[src/rtl/cnn_stream_pkg.sv]
// Shared definitions for the CNN streaming blocks: default word width,
// row layout selector, fill/hold stage state encodings and sizing helpers.
package cnn_stream_pkg;

  localparam int unsigned WORD_BITS_DEFAULT = 32;

  // Order in which the values of one row appear in the input stream.
  typedef enum logic {
    LAYOUT_PIX_MAJOR = 1'b0,  // k = x*CHANNELS + ch
    LAYOUT_CH_MAJOR  = 1'b1   // k = ch*WIDTH + x
  } layout_e;

  // Fill stage: collecting words, or holding a completed row that could
  // not yet move into the hold stage.
  typedef logic [0:0] fill_state_t;
  localparam fill_state_t FILL_FILLING = 1'b0;
  localparam fill_state_t FILL_FULL    = 1'b1;

  // Hold stage: output register empty, or presenting a row downstream.
  typedef logic [0:0] hold_state_t;
  localparam hold_state_t HOLD_EMPTY = 1'b0;
  localparam hold_state_t HOLD_VALID = 1'b1;

  function automatic int unsigned ceil_div(input int unsigned a, input int unsigned b);
    return (a + b - 1) / b;
  endfunction

  // Counter width for n states; never below one bit so n = 1 stays legal.
  function automatic int unsigned cnt_bits(input int unsigned n);
    return (n > 1) ? $clog2(n) : 1;
  endfunction

endpackage

[src/rtl/row_hold_stage.sv]
// Output stage of the row unpacker: one row register with valid/last and a
// stall handshake towards the consumer.
module row_hold_stage
  import cnn_stream_pkg::*;
#(
  parameter int unsigned ROW_BITS = 8
) (
  input  logic                clock,
  input  logic                reset,
  input  logic                load,
  input  logic [ROW_BITS-1:0] load_row,
  input  logic                load_last,
  input  logic                downstream_stall,
  output logic                ready,
  output logic [ROW_BITS-1:0] row,
  output logic                valid,
  output logic                last
);

  hold_state_t state;
  logic        last_q;

  // Occupancy: a new row takes priority, otherwise a hand-off empties the stage.
  always_ff @(posedge clock) begin
    if (reset) begin
      state  <= HOLD_EMPTY;
      last_q <= 1'b0;
    end else if (load) begin
      state  <= HOLD_VALID;
      last_q <= load_last;
    end else if (state == HOLD_VALID && !downstream_stall) begin
      state  <= HOLD_EMPTY;
    end
  end

  // Row data needs no reset; it is only observed while valid.
  always_ff @(posedge clock) begin
    if (load) begin
      row <= load_row;
    end
  end

  assign valid = (state == HOLD_VALID);
  assign last  = valid && last_q;
  // Can take a row this edge if empty or if the current one leaves now.
  assign ready = (state == HOLD_EMPTY) || !downstream_stall;

endmodule

[src/rtl/row_unpacker.sv]
// Unpacks a stream of packed words into full pixel rows. A fill stage
// demultiplexes word lanes into row positions; a hold stage presents the
// completed row downstream, giving one word per cycle sustained throughput.
module row_unpacker
  import cnn_stream_pkg::*;
#(
  parameter int unsigned WIDTH           = 28,
  parameter int unsigned CHANNELS        = 1,
  parameter int unsigned VALUE_BITS      = 8,
  parameter int unsigned WORD_BITS       = WORD_BITS_DEFAULT,
  parameter int unsigned VALUES_PER_WORD = 4,
  parameter int unsigned CH_MAJOR        = 1
) (
  input  logic                                            clock,
  input  logic                                            reset,
  input  logic [WORD_BITS-1:0]                            in_data,
  input  logic                                            in_valid,
  input  logic                                            in_last,
  output logic                                            upstream_stall,
  output logic [WIDTH-1:0][CHANNELS-1:0][VALUE_BITS-1:0]  out_row,
  output logic                                            out_valid,
  output logic                                            out_last,
  input  logic                                            downstream_stall,
  output logic                                            err_short
);

  localparam int unsigned N        = WIDTH * CHANNELS;
  localparam int unsigned WPR      = ceil_div(N, VALUES_PER_WORD);
  localparam int unsigned WC       = cnt_bits(WPR);
  localparam layout_e     LAYOUT   = (CH_MAJOR != 0) ? LAYOUT_CH_MAJOR : LAYOUT_PIX_MAJOR;
  localparam int unsigned ROW_BITS = N * VALUE_BITS;

  typedef logic [WIDTH-1:0][CHANNELS-1:0][VALUE_BITS-1:0] row_t;

  if (VALUES_PER_WORD * VALUE_BITS > WORD_BITS) begin : g_bad_packing
    $error("row_unpacker: VALUES_PER_WORD*VALUE_BITS exceeds WORD_BITS");
  end

  // Stream index of row position (x, ch).
  function automatic int unsigned stream_index(input int unsigned x, input int unsigned ch);
    return (LAYOUT == LAYOUT_CH_MAJOR) ? (ch * WIDTH + x) : (x * CHANNELS + ch);
  endfunction

  function automatic int unsigned word_of(input int unsigned x, input int unsigned ch);
    return stream_index(x, ch) / VALUES_PER_WORD;
  endfunction

  function automatic int unsigned lane_of(input int unsigned x, input int unsigned ch);
    return stream_index(x, ch) % VALUES_PER_WORD;
  endfunction

  fill_state_t     fill_state;
  logic [WC-1:0]   widx;
  row_t            fill_row;
  row_t            row_next;
  logic            fill_last;
  logic            err_q;
  logic [31:0]     widx_ext;

  logic accept;
  logic last_word;
  logic complete;
  logic hold_ready;
  logic hold_load;
  row_t hold_row;
  logic hold_last;

  assign accept    = in_valid && (fill_state == FILL_FILLING);
  assign last_word = (widx == WC'(WPR - 1));
  assign complete  = accept && (last_word || in_last);
  assign widx_ext  = 32'(widx);

  // Lane demux: every position belonging to the current word takes its lane;
  // on a short frame, positions of later words are zero-filled. Lanes mapping
  // past the end of the row have no position and are dropped.
  always_comb begin
    row_next = fill_row;
    for (int unsigned x = 0; x < WIDTH; x++) begin
      for (int unsigned ch = 0; ch < CHANNELS; ch++) begin
        if (word_of(x, ch) == widx_ext) begin
          row_next[x][ch] = in_data[lane_of(x, ch) * VALUE_BITS +: VALUE_BITS];
        end else if (in_last && word_of(x, ch) > widx_ext) begin
          row_next[x][ch] = '0;
        end
      end
    end
  end

  // A parked full row goes first; otherwise a completing row bypasses the
  // fill register straight into the hold stage.
  always_comb begin
    hold_load = 1'b0;
    hold_row  = row_next;
    hold_last = in_last;
    if (fill_state == FILL_FULL) begin
      hold_load = hold_ready;
      hold_row  = fill_row;
      hold_last = fill_last;
    end else if (complete) begin
      hold_load = hold_ready;
    end
  end

  // Fill stage control: word index, full/filling state, short-frame pulse.
  always_ff @(posedge clock) begin
    if (reset) begin
      fill_state <= FILL_FILLING;
      widx       <= '0;
      fill_last  <= 1'b0;
      err_q      <= 1'b0;
    end else begin
      err_q <= accept && in_last && !last_word;
      if (complete) begin
        widx       <= '0;
        fill_last  <= in_last;
        fill_state <= hold_ready ? FILL_FILLING : FILL_FULL;
      end else if (accept) begin
        widx <= widx + 1'b1;
      end else if (fill_state == FILL_FULL && hold_ready) begin
        fill_state <= FILL_FILLING;
      end
    end
  end

  // Row buffer captures every accepted word; contents need no reset.
  always_ff @(posedge clock) begin
    if (accept) begin
      fill_row <= row_next;
    end
  end

  row_hold_stage #(
    .ROW_BITS (ROW_BITS)
  ) u_hold (
    .clock            (clock),
    .reset            (reset),
    .load             (hold_load),
    .load_row         (hold_row),
    .load_last        (hold_last),
    .downstream_stall (downstream_stall),
    .ready            (hold_ready),
    .row              (out_row),
    .valid            (out_valid),
    .last             (out_last)
  );

  assign upstream_stall = (fill_state == FILL_FULL);
  assign err_short      = err_q;

endmodule

[config.mk]
export PLATFORM = sky130hd
export DESIGN_NAME = row_unpacker
export DESIGN_NICKNAME = d
export VERILOG_FILES = /design/src/rtl/cnn_stream_pkg.sv /design/src/rtl/row_hold_stage.sv /design/src/rtl/row_unpacker.sv
export SDC_FILE = /design/constraint.sdc
export NUM_CORES = 1
export LEC_CHECK = 0
export ABC_AREA = 1
export CORE_MARGIN = 10
export CORE_UTILIZATION = 30
export CTS_CLUSTER_SIZE = 30
export DETAILED_ROUTE_END_ITERATION = 10
export PLACE_DENSITY_LB_ADDON = 0.15
export RECOVER_POWER = 50
export SETUP_SLACK_MARGIN = 0.05
export SYNTH_ARGS = -nofsm -noshare
export SYNTH_HDL_FRONTEND = slang
export SYNTH_SLANG_ARGS = --single-unit
[constraint.sdc]
create_clock -name clock -period 28.9 [get_ports clock]
set_clock_uncertainty 0.05 [all_clocks]
set_input_delay 4.335 -clock clock [delete_from_list [all_inputs] [get_ports clock]]
set_output_delay 4.335 -clock clock [all_outputs]
set_load 0.05 [all_outputs]
== Word-level counts from Yosys, hierarchy flattened ==
Index checks and enable logic that the tools add are counted.

* Flip-flop bits (word level): 456
* Bits of input ports: 37
* Output and inout port bits: 228
* Word-level logic and storage cells: 142

* Add/subtract/negate cells: 1
* Order comparisons: 7
* Equality and inequality tests: 8
* Muxes and demuxes: 66
* Bitwise operators: 2
* Reduce and logical (&&, ||, !) cells: 23

{| class="wikitable"
|+ Operator list
! operator !! count
|-
| $mux W8 || 56
|-
| $mux W224 || 1
|-
| $logic_not A32 Y1 || 1
|-
| $logic_and A1 B1 Y1 || 14
|-
| $eq A3 B3 Y1 const A || 3
|-
| $gt A3 B3 Y1 const A || 3
|-
| $mux W1 || 9
|-
| $eq A2 B3 Y1 const A || 2
|-
| $gt A1 B3 Y1 const A || 2
|-
| $gt A2 B3 Y1 const A || 2
|-
| $reduce_bool A2 Y1 || 2
|-
| $add A3 B1 Y3 const B || 1
|-
| $eq A1 B3 Y1 const A || 1
|-
| $eq A3 B3 Y1 const B || 1
|-
| $logic_not A1 Y1 || 2
|-
| $logic_or A1 B1 Y1 || 2
|-
| $ne A2 B1 Y1 const B || 1
|-
| $not A1 Y1 || 2
|-
| $reduce_and A2 Y1 || 1
|-
| $reduce_or A2 Y1 || 1
|}

== Depth between registers and ports, before layout ==
Gate-level depths: netlist of run 1.

* Word-level depth: 6
* Gate-level depth with buffers: 10
* Mapped depth without buffers: 9

== Cells and area by module ==
A second synthesis of run 1 with hierarchy kept.

* Cells, all modules: 2164
* Area total of the unflattened synthesis: 20520.9 µm²

{| class="wikitable"
|+ Modules (own cells, without submodules)
! module !! instances !! cells an instance !! area each (µm²) !! sequential area each (µm²)
|-
| row_unpacker || 1 || 1927 || 13705.6 || 6846.6
|-
| row_hold_stage || 1 || 237 || 6815.3 || 6766.5
|}

== Least setup slack after synthesis of run 1 ==
No wires, ideal clock.

* Kind: input -> register
* From: input in_valid
* To: register u_hold.row[0] (enable)
* Setup time: 0.594 ns
* Arrival: 20.240 ns
* Required time: 28.256 ns
* Path slack: 8.016 ns
* Cell stages on the path: 4
* Buffers on the path: 0
* Cells stage by stage: inv_1 > nor2_1 > nand3_1 > nand2_1

* Cells in the longest elaborated chain, start to end: 4

{| class="wikitable"
|+ RTL lines
! item !! line !! source
|-
| start, declared || row_unpacker.sv:17 || <nowiki>input logic in_valid,</nowiki>
|-
| $logic_and A1 B1 Y1 || row_unpacker.sv:68 || <nowiki>assign accept = in_valid && (fill_state == FILL_FILLING);</nowiki>
|-
| net accept || row_unpacker.sv:60 || <nowiki>logic accept;</nowiki>
|-
| $logic_and A1 B1 Y1 || row_unpacker.sv:70 || <nowiki>assign complete = accept && (last_word || in_last);</nowiki>
|-
| $mux W1 || row_unpacker.sv:99 || <nowiki>end else if (complete) begin</nowiki>
|-
| $mux W1 || row_unpacker.sv:95 || <nowiki>if (fill_state == FILL_FULL) begin</nowiki>
|-
| net hold_load || row_unpacker.sv:64 || <nowiki>logic hold_load;</nowiki>
|-
| end signal, assigned || row_hold_stage.sv:39 || <nowiki>row <= load_row;</nowiki>
|-
| end, declared || row_hold_stage.sv:15 || <nowiki>output logic [ROW_BITS-1:0] row,</nowiki>
|}

The timed path passes the listed nets, and every way through them passes these cells.
A chain may end at the register's enable or synchronous reset.

== Worst setup path after layout of run 1 ==
* From: input in_valid
* To: register widx[2]

* Cells in the longest elaborated chain, start to end: 3

{| class="wikitable"
|+ RTL lines
! item !! line !! source
|-
| $logic_and A1 B1 Y1 * || row_unpacker.sv:68 ||
|-
| net accept || row_unpacker.sv:60 ||
|-
| $logic_and A1 B1 Y1 || row_unpacker.sv:70 ||
|-
| $reduce_or A2 Y1 (no line) || -- ||
|-
| end signal, assigned || row_unpacker.sv:118 || <nowiki>widx <= widx + 1'b1;</nowiki>
|-
| end, declared || row_unpacker.sv:53 || <nowiki>logic [WC-1:0] widx;</nowiki>
|}

The timed path passes the listed nets; every way through them passes the cells marked *.

==> results of run 1 <==
kinds of logic (layout without fill, tap and decap cells):
group	after synthesis	after routing	synth area share [%]
compound gates	70	70	1.87
xor+xnor	1	1	0.0421
fa+ha+maj	3	3	0.181
buf+inv	183	434	4.66
flops	456	456	65.5
other cells	0	1	0
simple gates	1387	1387	27.8
flip-flops by register name, summed over array words and instances, names as in the netlist:
name            flops
fill_last           1
upstream_stall      1
fill_row          224
u_hold.last_q       1
widx                3
u_hold.row        224
u_hold.valid        1
err_short           1
worst max-delay path, stage by stage:
cell           delay, ps
dlygate4sd3_1        530
inv_1                 40
nor2_1              2080
buf_4                900
buf_4                900
buf_4               1030
nand2_1              170
xor2_1               200
nor2_1               110
metal layers:
layer	routed length [um]	up-vias	global-route usage (%)
li1	-	7394	-
met1	30500	7494	22.4
met2	34900	560	28.6
met3	4400	86	3.23
met4	1600	0	4.65
met5	0	-	0
report_power, final:
group	total (mW)	internal, mW	leakage [nW]	switching [mW]
registers	0.802	0.782	4.49	0.0203
clock network	0.656	0.380	0.815	0.276
logic	0.208	0.0513	5.47	0.157
cells in the final DEF, fill, tap and decap left out, drive strengths merged:
cell type      instances
nand2               1115
edfxtp               448
dlygate4sd3          192
nand3                161
clkdlybuf4s50         72
nor2                  68
clkbuf                65
inv                   61
a21oi                 35
nand3b                32
a31oi                 27
clkinv                26
buf                   13
o21ai                  8
dfxtp                  8
nand4                  5
and3                   5
bufinv                 5
ha                     3
diode                  1
xor2                   1
nor3                   1
cell type report:
type                       instances  area [um2]
inverter                          60         233
tap                              931        1160
multi-input combinational       1461        6150
sequential                       456       13600
antenna                            1        2.50
clock inverter                    32         302
timing repair buffer             279        2750
clock buffer                      63        1360
fill                            6827       43100
through the flow:
stage | worst slack [ps] | hold slack [ps]
global placement | 19840 | 410
CTS | 20500 | 430
finish | 18970 | 421
floorplan | 8020 | 384
global route | 18550 | 455
detailed placement | 19860 | 422
worst paths after layout:
kind / start / end / slack (ps) / cells after the start
worst min register to register: fill_last / fill_last / 420 / 2
worst max-delay path: in_valid / widx[2] / 18970 / 9
worst min-delay path: fill_last / fill_last / 420 / 2
worst max register to register: upstream_stall / widx[2] / 22580 / 7
==> impl_metrics.env, run 1 <==
export IMPL_via_count=15500
export IMPL_setup_violations=0
export IMPL_syn_inst=2100
export IMPL_arrival_ps=10440
export IMPL_yosysTopAreaCell="edfxtp_1"
export IMPL_place_hpwl_mm=42.3
export IMPL_finalMaxSlewViolations=246
export IMPL_wl_mm=71.4
export IMPL_synth_edf_count=448
export IMPL_cts_resized=0
export IMPL_avgSynthCellArea_um2=9.90
export IMPL_grt_pass1_wl_mm=103
export IMPL_drcViolationCount=0
export IMPL_synth_top_area_share_pct=64.7
export IMPL_dp_cells=3187
export IMPL_synthesis_area_um2=20800
export IMPL_num_nets_final=2351
export IMPL_dr_pass1_iters=8
export IMPL_clockRootBuffer="clkbuf_16"
export IMPL_rsz0062_at_grt="false"
export IMPL_p_total_mw=1.67
export IMPL_ys_seq_area_share_pct=65.5
export IMPL_p_leak_nw=10.8
export IMPL_fmax_mhz=101
export IMPL_synth_top_flop_cell="edfxtp_1"
export IMPL_detail_route_wl_per_cell_um=21.8
export IMPL_die_area_um2=80300
export IMPL_ant_nets=0
export IMPL_clkTransAtPathRegs_ps=60
export IMPL_cts_buffers=53
export IMPL_yosys_warnings=0
export IMPL_instances_no_fill=3283
export IMPL_yosysMostFrequentCell="nand2_1"
export IMPL_gr_total_overflow=0
export IMPL_htree_levels=2
export IMPL_drt_iter0_markers=1487
export IMPL_vias_per_cell=4.73
export IMPL_die_y_um=283
export IMPL_critPathLaunchType="input port"
export IMPL_cts_tree="built"
export IMPL_cts_max_path_buffers=3
export IMPL_synth_nets=2140
export IMPL_netlist_top_cells_count="1061 x nand2_1, 448 x edfxtp_1, 158 x nand3_1, 64 x nor2_1, 54 x inv_1"
export IMPL_clock_sinks=456
export IMPL_violations="capacitance limit, slew limit"
export IMPL_cap_violations=6
export IMPL_grt_pass1_vias=14800
export IMPL_crit_type="input port to flip-flop"
export IMPL_track_usage_pct=17.1
export IMPL_coreArea_um2=68700
export IMPL_layout_drive_gt1_share_pct=5.57
export IMPL_rows=96
export IMPL_fin_crit_ps=9930
export IMPL_fin_setup_tns_ps=0
export IMPL_syn2layout_area_growth_pct=23.0
export IMPL_status="finished with violations"
export IMPL_die_width_um=283
export IMPL_powerDensity_nw_per_um2=65.2
export IMPL_place_congestion=0.764
export IMPL_synthArstFlopShare_pct=0
export IMPL_post_route_util_pct=37.2
export IMPL_relSlewSlack_pct=-95.8
export IMPL_vdd_ir_drop_max_mv=0.0378
export IMPL_yosysUniqueCellTypes=30
export IMPL_worstSetupEndpointType="flip-flop"
export IMPL_clock_latency_ps=610
export IMPL_required_ps=29400
export IMPL_hold_buffers=0
export IMPL_yosys_register_bits=456
export IMPL_port_buffers=264
export IMPL_period_share_pct=34.4
export IMPL_postCtsSetupRepairBufs=0
export IMPL_tightest_slew_ps=2930
export IMPL_crit_fanout=78
export IMPL_hp_class="flip-flop to flip-flop"
export IMPL_grt_max_degree=164
export IMPL_placed_area_um2=24000
export IMPL_final_area_um2=25600
export IMPL_antenna_found_initial=4
export IMPL_initial_core_util_pct=30.3
export IMPL_yosys_top_cells_area="edfxtp_1 65%, nand2_1 19%, nand3_1 3.8%, nand2_2 1.6%, nand3b_1 1.2%"
export IMPL_hold_viol=0
export IMPL_io_pins=265
(Power assumes the default switching activity.)
==> inputs of run 2 (changes only) <==
==> constraint.sdc (replaced) <==
create_clock -name clock -period 9.3 [get_ports clock]
set_clock_uncertainty 0.05 [all_clocks]
set_input_delay 1.395 -clock clock [delete_from_list [all_inputs] [get_ports clock]]
set_output_delay 1.395 -clock clock [all_outputs]
set_load 0.05 [all_outputs]
==> impl_metrics.env, run 2 (same netlist as run 1, synthesis figures left out) <==
export IMPL_final_cell_mix="1080 x nand2_1, 448 x edfxtp_1, 220 x dlygate4sd3_1, 159 x nand3_1, 63 x nor2_1"
export IMPL_clock_sinks=456
export IMPL_cts_tree="built"
export IMPL_period_share_pct=52.2
export IMPL_detail_route_wl_per_cell_um=22.1
export IMPL_rows=96
export IMPL_cp_slowest_cell="nand3_1"
export IMPL_gr_total_overflow=0
export IMPL_pre_cts_slack_ps=4000
export IMPL_reg2reg_depth=6
export IMPL_clockRootBuffer="clkbuf_16"
export IMPL_postCtsSetupRepairBufs=0
export IMPL_die_area_um2=80300
export IMPL_placed_area_um2=24000
export IMPL_wl_mm=72.3
export IMPL_worst_hold_slack_ps=421
export IMPL_die_y_um=283
export IMPL_use_met3_pct=3.24
export IMPL_rsz0062_at_grt="false"
export IMPL_globalRouteMet1Util_pct=22.2
export IMPL_num_nets_final=2348
export IMPL_cts_buffers=51
export IMPL_worstSetupEndpointType="flip-flop"
export IMPL_crit_type="input port to flip-flop"
export IMPL_setup_violations=0
export IMPL_cp_common_cell="nand2_1"
export IMPL_initial_core_util_pct=30.3
export IMPL_cts_resized=0
export IMPL_grt_pass1_wl_mm=103
export IMPL_hold_viol=0
export IMPL_grt_met2_usage_pct=28.9
export IMPL_finalMaxSlewViolations=203
export IMPL_violations="capacitance limit, slew limit"
export IMPL_critPathLaunchType="input port"
export IMPL_fin_setup_tns_ps=0
export IMPL_clock_latency_ps=600
export IMPL_hp_class="flip-flop to flip-flop"
export IMPL_grt_max_degree=167
export IMPL_htree_levels=2
export IMPL_required_ps=9590
export IMPL_antenna_found_initial=4
export IMPL_p_leak_nw=10.7
export IMPL_critPathMaxStageDelay_ps=2050
export IMPL_fin_crit_ps=4860
export IMPL_track_usage_pct=17.2
export IMPL_clkTransAtPathRegs_ps=60
export IMPL_crit_chain="dlygate4sd3_1, nand3_1, nand3_1, nand2_1, nand2_1, nand2_1"
export IMPL_dr_pass1_iters=6
export IMPL_layout_drive_gt1_share_pct=5.16
export IMPL_vias_per_cell=4.75
export IMPL_instances_no_fill=3276
export IMPL_fin_ws_ps=4440
export IMPL_ant_nets=0
export IMPL_top_usage_layer="met2"
export IMPL_final_area_um2=25400
export IMPL_cts_max_path_buffers=3
export IMPL_io_pins=265
export IMPL_drt_iter0_markers=1538
export IMPL_crit_fanout=64
export IMPL_reg_largest_list="fill_row x224, u_hold.row x224, widx x3"
export IMPL_syn2layout_area_growth_pct=22.1
export IMPL_arrival_ps=5150
export IMPL_dp_cells=3186
export IMPL_relSlewSlack_pct=-87.9
export IMPL_place_hpwl_mm=42.3
export IMPL_port_buffers=264
export IMPL_die_width_um=283
export IMPL_place_congestion=0.738
export IMPL_tightest_slew_ps=2810
export IMPL_fmax_mhz=206
export IMPL_powerDensity_nw_per_um2=197
export IMPL_holdPathStages=2
export IMPL_final_common_cell="nand2_1"
export IMPL_vdd_ir_drop_max_mv=0.140
export IMPL_post_route_util_pct=37.0
export IMPL_grt_pass1_vias=14800
export IMPL_diodes=0
export IMPL_via_count=15600
export IMPL_p_total_mw=5.00
export IMPL_hold_buffers=0
export IMPL_coreArea_um2=68700
export IMPL_status="finished with violations"
export IMPL_drcViolationCount=0
export IMPL_cap_violations=5
==> run 2: layout make-up <==
type	count	area (um2)
sequential	456	13600
tap	931	1160
inverter	60	233
multi-input combinational	1461	6170
timing repair buffer	278	2740
fill	6828	43300
clock buffer	66	1380
clock inverter	24	105
==> run 2: power breakdown <==
group	total, mW	switching [mW]	internal [mW]
clock network	1.86	0.832	1.03
logic	0.645	0.488	0.157
registers	2.49	0.0649	2.43
==> run 2: routing by layer <==
| metal | wire [um] | up-vias | share of wire (%) |
|---|---|---|---|
| met5 | 0 | - | 0 |
| met4 | 2030 | 0 | 2.8 |
| met3 | 4340 | 97 | 6.0 |
| met2 | 35100 | 544 | 49 |
| met1 | 30800 | 7552 | 43 |
| li1 | - | 7383 | - |
==> run 2: final timing paths <==
path / startpoint / end / slack, ps
setup reg to reg: widx[1] / u_hold.row[153] / 4920
setup / recovery: in_last / u_hold.row[58] / 4440
hold reg to reg: fill_last / fill_last / 420
hold / removal: fill_last / fill_last / 420
==> run 2: worst max-delay path, delay by kind of cell <==
family	cells	cell delay (ps)
simple gates	5	2930
buf+inv	1	790
